[src/rtl/serial_negate_sched.sv]
// Purpose : arbitrates two parallel requesters onto one bit-serial two's-complement
//           negation core, streams the word LSB-first and reassembles the result.
// Latency : accept at edge k, rsp_valid from cycle k+W+2 (one word per W+3 cycles).
// Backpressure: rsp_valid holds in DONE until rsp_ready; no request is accepted
//           outside IDLE, so reqN_ready stays low while a word is in flight.
//
// Ports:
//   t_clk, r                  clock, synchronous active-high reset
//   req0_* / req1_*           valid/ready request channels carrying W-bit operands
//   ser_i, ser_r, ser_y       serial core interface (data in, clear, Mealy result)
//   rsp_valid/ready/data/id   result channel, rsp_id names the owning requester
//   busy                      high whenever the sequencer is not in IDLE
// Optional: define SERIAL_NEGATE_OVF_EN to add rsp_ovf, flagging the operand
//           2^(W-1) whose negation is not representable.
module serial_negate_sched #(
    parameter int unsigned W = 8
) (
    input  logic         t_clk,
    input  logic         r,
    input  logic         req0_valid,
    input  logic [W-1:0] req0_data,
    output logic         req0_ready,
    input  logic         req1_valid,
    input  logic [W-1:0] req1_data,
    output logic         req1_ready,
    output logic         ser_i,
    output logic         ser_r,
    input  logic         ser_y,
    output logic         rsp_valid,
    output logic [W-1:0] rsp_data,
    output logic         rsp_id,
`ifdef SERIAL_NEGATE_OVF_EN
    output logic         rsp_ovf,
`endif
    input  logic         rsp_ready,
    output logic         busy
);

    localparam int CW = (W > 2) ? $clog2(W) : 1;

    typedef enum logic [1:0] {
        IDLE  = 2'd0,
        CLEAR = 2'd1,
        SHIFT = 2'd2,
        DONE  = 2'd3
    } state_t;

    state_t          state_q, state_d;
    logic [W-1:0]    shift_q, shift_d;
    logic [W-1:0]    result_q, result_d;
    logic [CW-1:0]   cnt_q, cnt_d;
    logic            id_q, id_d;
    logic            last_grant_q, last_grant_d;
    logic            grant0, grant1;

`ifdef SERIAL_NEGATE_OVF_EN
    localparam logic [W-1:0] MOST_NEG = {1'b1, {(W-1){1'b0}}};
    logic            ovf_q, ovf_d;
`endif

    // Grant and next-state logic. When both requesters are valid the one that
    // was not granted last wins; last_grant resets to 1 so requester 0 goes first.
    always_comb begin
        state_d      = state_q;
        shift_d      = shift_q;
        result_d     = result_q;
        cnt_d        = cnt_q;
        id_d         = id_q;
        last_grant_d = last_grant_q;
        grant0       = 1'b0;
        grant1       = 1'b0;
`ifdef SERIAL_NEGATE_OVF_EN
        ovf_d        = ovf_q;
`endif
        case (state_q)
            IDLE: begin
                if (req0_valid && (!req1_valid || last_grant_q)) begin
                    grant0 = 1'b1;
                end else if (req1_valid) begin
                    grant1 = 1'b1;
                end
                if (grant0 || grant1) begin
                    shift_d      = grant1 ? req1_data : req0_data;
                    id_d         = grant1;
                    last_grant_d = grant1;
                    state_d      = CLEAR;
`ifdef SERIAL_NEGATE_OVF_EN
                    ovf_d        = (grant1 ? req1_data : req0_data) == MOST_NEG;
`endif
                end
            end
            CLEAR: begin
                cnt_d   = '0;
                state_d = SHIFT;
            end
            SHIFT: begin
                // The core is Mealy: ser_y already reflects the bit on ser_i this
                // cycle, so it is captured on the same edge the bit is consumed.
                result_d = {ser_y, result_q[W-1:1]};
                shift_d  = shift_q >> 1;
                cnt_d    = cnt_q + CW'(1);
                if (cnt_q == CW'(W - 1)) begin
                    state_d = DONE;
                end
            end
            DONE: begin
                if (rsp_ready) begin
                    state_d = IDLE;
                end
            end
            default: begin
                state_d = IDLE;
            end
        endcase
    end

    always_ff @(posedge t_clk) begin
        if (r) begin
            state_q      <= IDLE;
            shift_q      <= '0;
            result_q     <= '0;
            cnt_q        <= '0;
            id_q         <= 1'b0;
            last_grant_q <= 1'b1;
`ifdef SERIAL_NEGATE_OVF_EN
            ovf_q        <= 1'b0;
`endif
        end else begin
            state_q      <= state_d;
            shift_q      <= shift_d;
            result_q     <= result_d;
            cnt_q        <= cnt_d;
            id_q         <= id_d;
            last_grant_q <= last_grant_d;
`ifdef SERIAL_NEGATE_OVF_EN
            ovf_q        <= ovf_d;
`endif
        end
    end

    // Ready is gated by r so a requester never sees an acceptance that reset discards.
    assign req0_ready = grant0 & ~r;
    assign req1_ready = grant1 & ~r;

    // Reset also clears the core so a word aborted mid-stream leaves no stale carry.
    assign ser_r     = r | (state_q == CLEAR);
    assign ser_i     = (state_q == SHIFT) & shift_q[0];

    assign rsp_valid = (state_q == DONE);
    assign rsp_data  = result_q;
    assign rsp_id    = id_q;
    assign busy      = (state_q != IDLE);
`ifdef SERIAL_NEGATE_OVF_EN
    assign rsp_ovf   = ovf_q;
`endif

endmodule

[config.mk]
export PLATFORM = sky130hd
export DESIGN_NAME = serial_negate_sched
export DESIGN_NICKNAME = d
export VERILOG_FILES = /design/src/rtl/serial_negate_sched.sv
export SDC_FILE = /design/constraint.sdc
export NUM_CORES = 1
export LEC_CHECK = 0
export ABC_CLOCK_PERIOD_IN_PS = 3720
export CAP_MARGIN = 20
export CORE_MARGIN = 3
export CORE_UTILIZATION = 43
export DETAILED_ROUTE_END_ITERATION = 8
export GPL_ROUTABILITY_DRIVEN = 0
export HOLD_SLACK_MARGIN = 0.02
export PLACE_DENSITY = 0.74
export SLEW_MARGIN = 10
export SYNTH_ARGS = -nofsm -noshare
export SYNTH_HDL_FRONTEND = slang
export SYNTH_SLANG_ARGS = --single-unit
[constraint.sdc]
create_clock -name t_clk -period 3.72 [get_ports t_clk]
set_clock_uncertainty 0.15 [all_clocks]
set_input_delay 0.558 -clock t_clk [delete_from_list [all_inputs] [get_ports t_clk]]
set_output_delay 0.558 -clock t_clk [all_outputs]
set_load 0.02 [all_outputs]
* After elaboration in Yosys (flattened, before gate mapping)
Index checks and enable logic that the tools add are counted.
** Word-level totals
- Register bits :: 23
- Input bits :: 22
- Output and inout bits :: 15
- Word-level logic and storage cells :: 45
** Operators by class
- Add/subtract/negate cells :: 1
- Equality and inequality tests :: 7
- Bitwise gates (word level) :: 5
- Reductions and logical operators :: 11
- Muxes and demuxes :: 15
** Operators with widths (number)
- $mux W8 :: 2
- $pmux W8 S2 :: 1
- $pmux W2 S4 :: 1
- $mux W1 :: 7
- $mux W2 :: 3
- $pmux W3 S2 :: 1
- $reduce_bool A2 Y1 :: 3
- $eq A2 B2 Y1 const B :: 2
- $ne A2 B2 Y1 const B :: 2
- $reduce_and A2 Y1 :: 2
- $add A3 B1 Y3 const B :: 1
- $and A1 B1 Y1 :: 3
- $eq A3 B3 Y1 const B :: 1
- $reduce_and A3 Y1 :: 1
- $eq A2 B1 Y1 const B :: 1
- $logic_not A2 Y1 :: 1
- $logic_or A1 B1 Y1 :: 2
- $ne A2 B1 Y1 const B :: 1
- $logic_and A1 B1 Y1 :: 1
- $logic_not A1 Y1 :: 1
- $not A1 Y1 :: 1
- $or A1 B1 Y1 :: 1

* Longest topological paths before layout
Gate-level depths: netlist of the first run.
- Depth after elaboration :: 8
- Mapped depth :: 7
- Depth with buffers taken out :: 6

* Least setup slack after synthesis of the first run
No wires, ideal clock.
- Path type :: register to output
- Start :: register state_q[0]
- End :: output ser_i
- Data arrival time :: 1.330 ns
- Setup slack :: 1.682 ns
- Stages on the path, launching flop included :: 6
- Cell sequence :: dfxtp_1 inv_1 ha_1 buf_2 buf_2 and2_1
** On the way
- Longest elaborated chain between the ends :: 2
** Ends and longest elaborated chain
- from (decl) :: RTL line 48 : state_t state_q, state_d;
- from (signal assigned) :: RTL line 129 : state_q <= state_d;
- $eq A2 B2 Y1 :: RTL line 147 : assign ser_i = (state_q == SHIFT) & shift_q[0];
- $and A1 B1 Y1 :: RTL line 147
- to (decl) :: RTL line 26 : output logic ser_i,
Every way passes these cells.

* Worst setup path after layout of the first run
- Start :: input req1_valid
- End :: output req1_ready
** On the way
- Longest elaborated chain between the ends :: 7
- Elaborated cells between the ends (all ways) :: 8
- Those cells by class :: mux: 4; bitwise: 1; reduce/logical: 3
** Ends and longest elaborated chain
- from (decl) :: RTL line 23 : input logic req1_valid,
- $logic_not A1 Y1 :: RTL line 77 : if (req0_valid && (!req1_valid || last_grant_q)) begin
- $logic_or A1 B1 Y1 :: RTL line 77
- $logic_and A1 B1 Y1 :: RTL line 77
- $mux W1 (*) :: RTL line 77
- $mux W1 (*) (2 in series) :: RTL line 75 : case (state_q)
- $and A1 B1 Y1 (*) :: RTL line 143 : assign req1_ready = grant1 & ~r;
- to (decl) :: RTL line 25 : output logic req1_ready,
Every way passes the cells marked *; elsewhere a longest branch is shown, timed or not. The select of a mux whose other input is x is not followed.

==> results.yml, run 1 <==
timing:
  drv_slew: 0
  relSlewSlack: 0.7079
  setup_violations: 0
  min_period_ns: 3.015
  min_period_over_period: 0.8106
  finalHoldViolations: 0
  worstMarginPinSlew_ns: 0.4382
  fmax_mhz: 331.6
  setup_tns_ns: 0
  rsz0062_at_grt: "no"
floorplanning:
  std_cell_rows: 18
  num_io_pins: 37
  fp.coreArea_um2: 2590
  die-area_um2: 3544
  die_height_um: 59.54
  dieWidth_um: 59.54
  start_util: 0.4758
global_route:
  track_usage: 0.1738
  grt_pass1_vias: 1140
  grt_pass1_wl_um: 4692
  grt_overflow_total: 0
  antenna_found_initial: 0
  grt_max_degree: 28
drt:
  postRouteAntennaNets: 0
  drt_iter0_drc: 60
  routed_wl_um: 2756
  drcViolationCount: 0
  vias: 1099
  drt-vias-per-instance: 5.551
  wl_per_cell_um: 13.92
  dr.pass1.iters: 4
pwr:
  p_sw_mw: 0.3263
  power_frac_clock: 0.134
  pwr-share-comb: 0.464
  p_int_mw: 0.5273
  ir_worst_vdd_mv: 0.3486
  power.leakage_nw: 0.7010
  powerDensity_nw_per_um2: 520.8
  p_sw_frac: 0.3823
  power.total_mw: 0.8536
  seqPwrFrac: 0.402
yosys:
  synth_seq_cells: 23
  synth_edf_count: 0
  syn_nets: 161
  synth.avg_cell_area_um2: 9.337
  synthArstFlopShare: 0
  yosys.cell_count.top_type: "dfxtp_1"
  synth_ff_type: "dfxtp_1"
  synth_area_leader_cell: "dfxtp_1"
  yosysWarnings: 0
  syn-cell-area_um2: 1232
  yosys-top-cells-count: "dfxtp_1 (23), nor2_1 (21), a21oi_1 (12)"
  synth_cell_types: 29
  synth_area_leaders: "dfxtp_1 (37%), o41ai_2 (9.2%), mux2i_1 (7.3%)"
  synth_top_area_share: 0.3736
  synth_seq_area_share: 0.3736
  netlist_instances: 132
setup_path:
  start_kind: "input pin"
  crit_type: "in -> out"
  worst_setup_path_end_kind: "output port"
  cp_data_arrival_time_ns: 2.31
  worstPathMaxFanout: 9
  crit_required_ns: 3.01
final_layout:
  instances_no_fill: 198
  antenna-diode-count: 0
  fin_area_um2: 1639
  fin_util: 0.6329
  finish.net_count: 198
  drive_above_1_share: 0.1131
  areaGrowthSynthToFinish_pct: 32.99
clock_tree:
  h-tree-depth: 1
  cts-hold-fix-buffers: 0
  cts_made_buffers: 3
  clock_sinks: 23
  clkLatencyLatePin_ns: 0.31
  max-clock-path-buffers: 2
  cts_setup_buffers: 0
  clkTransAtPathRegs_ns: 0.13
  cts_root_buf: "clkbuf_4"
  cts-resized-gates: 0
  cts_tree: "yes"
job:
  drv_cap: 0
outcome:
  status: "complete, no violations"
place:
  dp_hpwl_um: 2024
  place_area_um2: 1612
  port_buffers: 36
  place_inst: 194
min_path:
  worstHoldPathType: "reg -> reg"
## metrics by stage
step / setup WS (ns) / hold slack (ns)
after floorplan: 1.682 / 0.2863
after global placement: 0.7530 / 0.2968
after detailed placement: 0.6945 / 0.2986
after CTS: 0.6967 / 0.3162
after global routing: 0.5763 / 0.3477
final: 0.7047 / 0.3154
## worst max-delay path: stages
cell and delay [ns]:
clkdlybuf4s50_1 0.58, a21boi_4 0.35, nand2_1 0.11, nor2_1 0.10
clkdlybuf4s50_1 0.61
## cell usage in the layout, fill, tap and decap left out, types with 2 or more instances in the layout
cell / instances
a21oi_1: 12
nand2_1: 9
a21o_1: 7
o41ai_2: 7
clkdlybuf4s50_1: 36
ha_1: 7
nand3b_1: 7
mux2i_1: 9
buf_4: 2
inv_1: 6
clkbuf_4: 3
dfxtp_1: 23
nand3_1: 2
nand2b_1: 2
nor2_1: 21
## final timing paths
check / cells past startpoint / from / slack (ns) / to
min: 2 / shift_q[7] / 0.32 / shift_q[7]
max reg2reg: 6 / state_q[0] / 1.74 / shift_q[0]
max: 5 / req1_valid / 0.70 / req1_ready
min reg2reg: 2 / shift_q[7] / 0.32 / shift_q[7]
## metal layers
metal  wire length [µm]  track usage  vias to the layer above
met4                 82       0.1044                        0
met1               1259       0.2069                      517
met3                150      0.02179                        7
met5                  0            0                        -
li1                   -            -                      539
met2               1263       0.2949                       36
## state kept, by name (all words and copies together) (netlist names)
| signal | flops |
|---|---|
| cnt_q | 3 |
| last_grant_q | 1 |
| rsp_data | 8 |
| rsp_id | 1 |
| shift_q | 8 |
| state_q | 2 |
## kinds of logic (layout without fill, tap and decap cells)
kind of cell	Yosys count	in the layout	share of synthesized area
adder cells (fa/ha/maj)	7	7	0.07106
flip-flops	23	23	0.3736
AO/OA/AOI/OAI	33	33	0.2426
buffers and inverters	13	49	0.04872
multiplexers	10	10	0.08224
AND/OR/NAND/NOR	46	46	0.1817
## area by class of cell
cell class	instances	area (µm²)
Clock inverter	1	5.005
Tap cell	30	37.54
Sequential cell	23	460.4
Timing Repair Buffer	38	375.4
Inverter	7	26.28
Multi-Input combinational cell	96	711.9
Fill cell	251	950.9
Clock buffer	3	22.52
## power groups by stage
stage	sequential [mW]	clock (mW)	combinational, mW
finish	0.343	0.115	0.396
global route	0.352	0.130	0.438
global placement	0.345	0	0.386
CTS	0.342	0.121	0.400
detailed placement	0.347	0	0.399
floorplan	0.345	0	0.294
No activity file was read; power rests on OpenSTA's default activity.
==> inputs of run 2 (changes only) <==
Settings changed: ABC_CLOCK_PERIOD_IN_PS 3720 to 2450, CORE_UTILIZATION 43 to 42, PLACE_DENSITY 0.74 to 0.75.
Clock period 3.72 ns to 2.45 ns, I/O delays scaled along.
==> run 2 against run 1 <==
Against the previous run:
- sequential cell count unchanged
- routed wire length up 1.4%
- worst hold slack gained 0.013 ns
- sequential share of layout area decreased by 0.42 points
- largest power group unchanged
- highest routed layer unchanged
- power grew 53%
- sequential power up 52%
- critical endpoint is now busy
- die area grew 2.1%
- critical path depth shrank 1
- combinational power rose by 54%
==> results.yml, run 2 (same netlist as run 1, synthesis figures left out) <==
clock_tree:
  clock_sinks: 23
  max-clock-path-buffers: 2
  h-tree-depth: 1
  cts_root_buf: "clkbuf_4"
  clkTransAtPathRegs_ns: 0.13
  cts_tree: "yes"
  clkLatencyLatePin_ns: 0.30
  cts_made_buffers: 3
drt:
  drcViolationCount: 0
  vias: 1073
  routed_wl_um: 2795
  dr.pass1.iters: 4
  drt-vias-per-instance: 5.312
  postRouteAntennaNets: 0
  dr_wl_met3_um: 135
  wl_per_cell_um: 13.84
  dr_wl_met2_um: 1377
  highest_layer: "met4"
  drt_iter0_drc: 88
  wl_met1_um: 1262
timing:
  finalHoldViolations: 0
  fmax_mhz: 430.3
  min_period_ns: 2.324
  setup_tns_ns: 0
  rsz0062_at_grt: "no"
  worstMarginPinSlew_ns: 0.3870
  relSlewSlack: 0.7420
  setup_violations: 0
  min_period_over_period: 0.9487
  drv_slew: 0
setup_path:
  worst_setup_path_end_kind: "output port"
  start_kind: "flip-flop"
  worstPathMaxFanout: 6
  slowest_delay_ns: 0.61
  cp_cell_sequence: "inv_1, ha_1, inv_1, clkdlybuf4s50_1"
  cp_data_arrival_time_ns: 1.81
  cp_top_family: "buffers and inverters"
  crit_buf_inv: 3
  reg2reg_slack_ns: 0.41
  crit_type: "reg -> out"
  crit_required_ns: 1.93
  cpMostUsedCell: "inv_1"
  crit_slowest_cell: "clkdlybuf4s50_1"
pwr:
  seqPwrFrac: 0.400
  ir_worst_vdd_mv: 0.6048
  p_sw_mw: 0.4988
  p_sw_frac: 0.3831
  power.leakage_nw: 0.7366
  p_int_mw: 0.8031
  pwr-share-comb: 0.469
  power_frac_clock: 0.131
  powerDensity_nw_per_um2: 782.3
floorplanning:
  num_io_pins: 37
  die_height_um: 60.17
  die-area_um2: 3620
  start_util: 0.4431
  fp.coreArea_um2: 2781
  dieWidth_um: 60.17
  std_cell_rows: 19
job:
  drv_cap: 0
final_layout:
  final_common_cell: "clkdlybuf4s50_1"
  antenna-diode-count: 0
  areaGrowthSynthToFinish_pct: 35.03
  final_cell_mix: "clkdlybuf4s50_1 (34), dfxtp_1 (23), nor2_1 (21), a21oi_1 (12)"
  finish.net_count: 201
  fillers: 247
  instances_no_fill: 202
  drive_above_1_share: 0.1287
place:
  dp_hpwl_um: 2075
  port_buffers: 36
  place_inst: 198
global_route:
  track_usage: 0.1588
  grt_pass1_wl_um: 4450
  grt_overflow_total: 0
  antenna_found_initial: 0
  grt_pass1_vias: 1049
  grt_max_degree: 31
outcome:
  status: "complete, no violations"
min_path:
  worstHoldPathType: "reg -> reg"
==> run 2: changes by cell type in the layout (fill, tap and decap cells not counted) <==
cell and delta:
buf_4 +3, clkdlybuf4s50_1 -2, dlymetal6s2s_1 +1, dlygate4sd2_1 +1
==> run 2: area by class of cell <==
type	instances	area [µm²]	area share
Sequential cell	23	460.4	0.2767
Clock buffer	3	22.52	0.01353
Multi-Input combinational cell	96	711.9	0.4278
Inverter	7	26.28	0.01579
Clock inverter	1	5.005	0.003008
Tap cell	31	38.79	0.02331
Timing Repair Buffer	41	399.1	0.2398
==> run 2: layer usage <==
metal	GRT usage	vias to the layer above
met5	0	-
met4	0.04747	0
met3	0.03672	2
met2	0.2840	24
met1	0.1855	506
li1	-	541
==> run 2: worst min-delay path: stages (launching register included) <==
cell and delay, ns:
dfxtp_1 0.33, nand2_1 0.05, a21oi_1 0.06
==> run 2: worst paths after layout <==
path / start / to / cells after the start
worst max register to register: state_q[0] / shift_q[4] / 6
worst min-delay path: rsp_id / rsp_id / 2
worst max-delay path: state_q[0] / busy / 4
worst min register to register: rsp_id / rsp_id / 2
==> run 2: what timing repair did <==
item,in CTS,in global routing
gates cloned,0,0
buffers inserted,0,0
resized for setup,1,1
endpoints found under the setup margin,1,1
hold buffers,0,0
==> run 2: through the flow <==
step	total power [mW]	hold WS (ns)	utilization	worst slack [ns]	instance area, µm²
3_5_place_dp	1.141	0.3118	0.5879	0.04215	1635
3_3_place_gp	1.113	0.2974	0.5879	0.08196	1635
6_report	1.302	0.3281	0.5983	0.1258	1664
5_1_grt	1.396	0.3487	0.5983	0.009692	1664
4_1_cts	1.314	0.3315	0.5974	0.03849	1662
2_1_floorplan	0.9704	0.2863	-	0.6022	1232
==> run 2: power groups by stage <==
stage / clock (mW) / combinational (mW) / sequential, mW
after floorplan: 0 / 0.447 / 0.524
after global placement: 0 / 0.591 / 0.522
after detailed placement: 0 / 0.611 / 0.530
after CTS: 0.180 / 0.614 / 0.520
after global routing: 0.194 / 0.673 / 0.529
final: 0.171 / 0.610 / 0.521
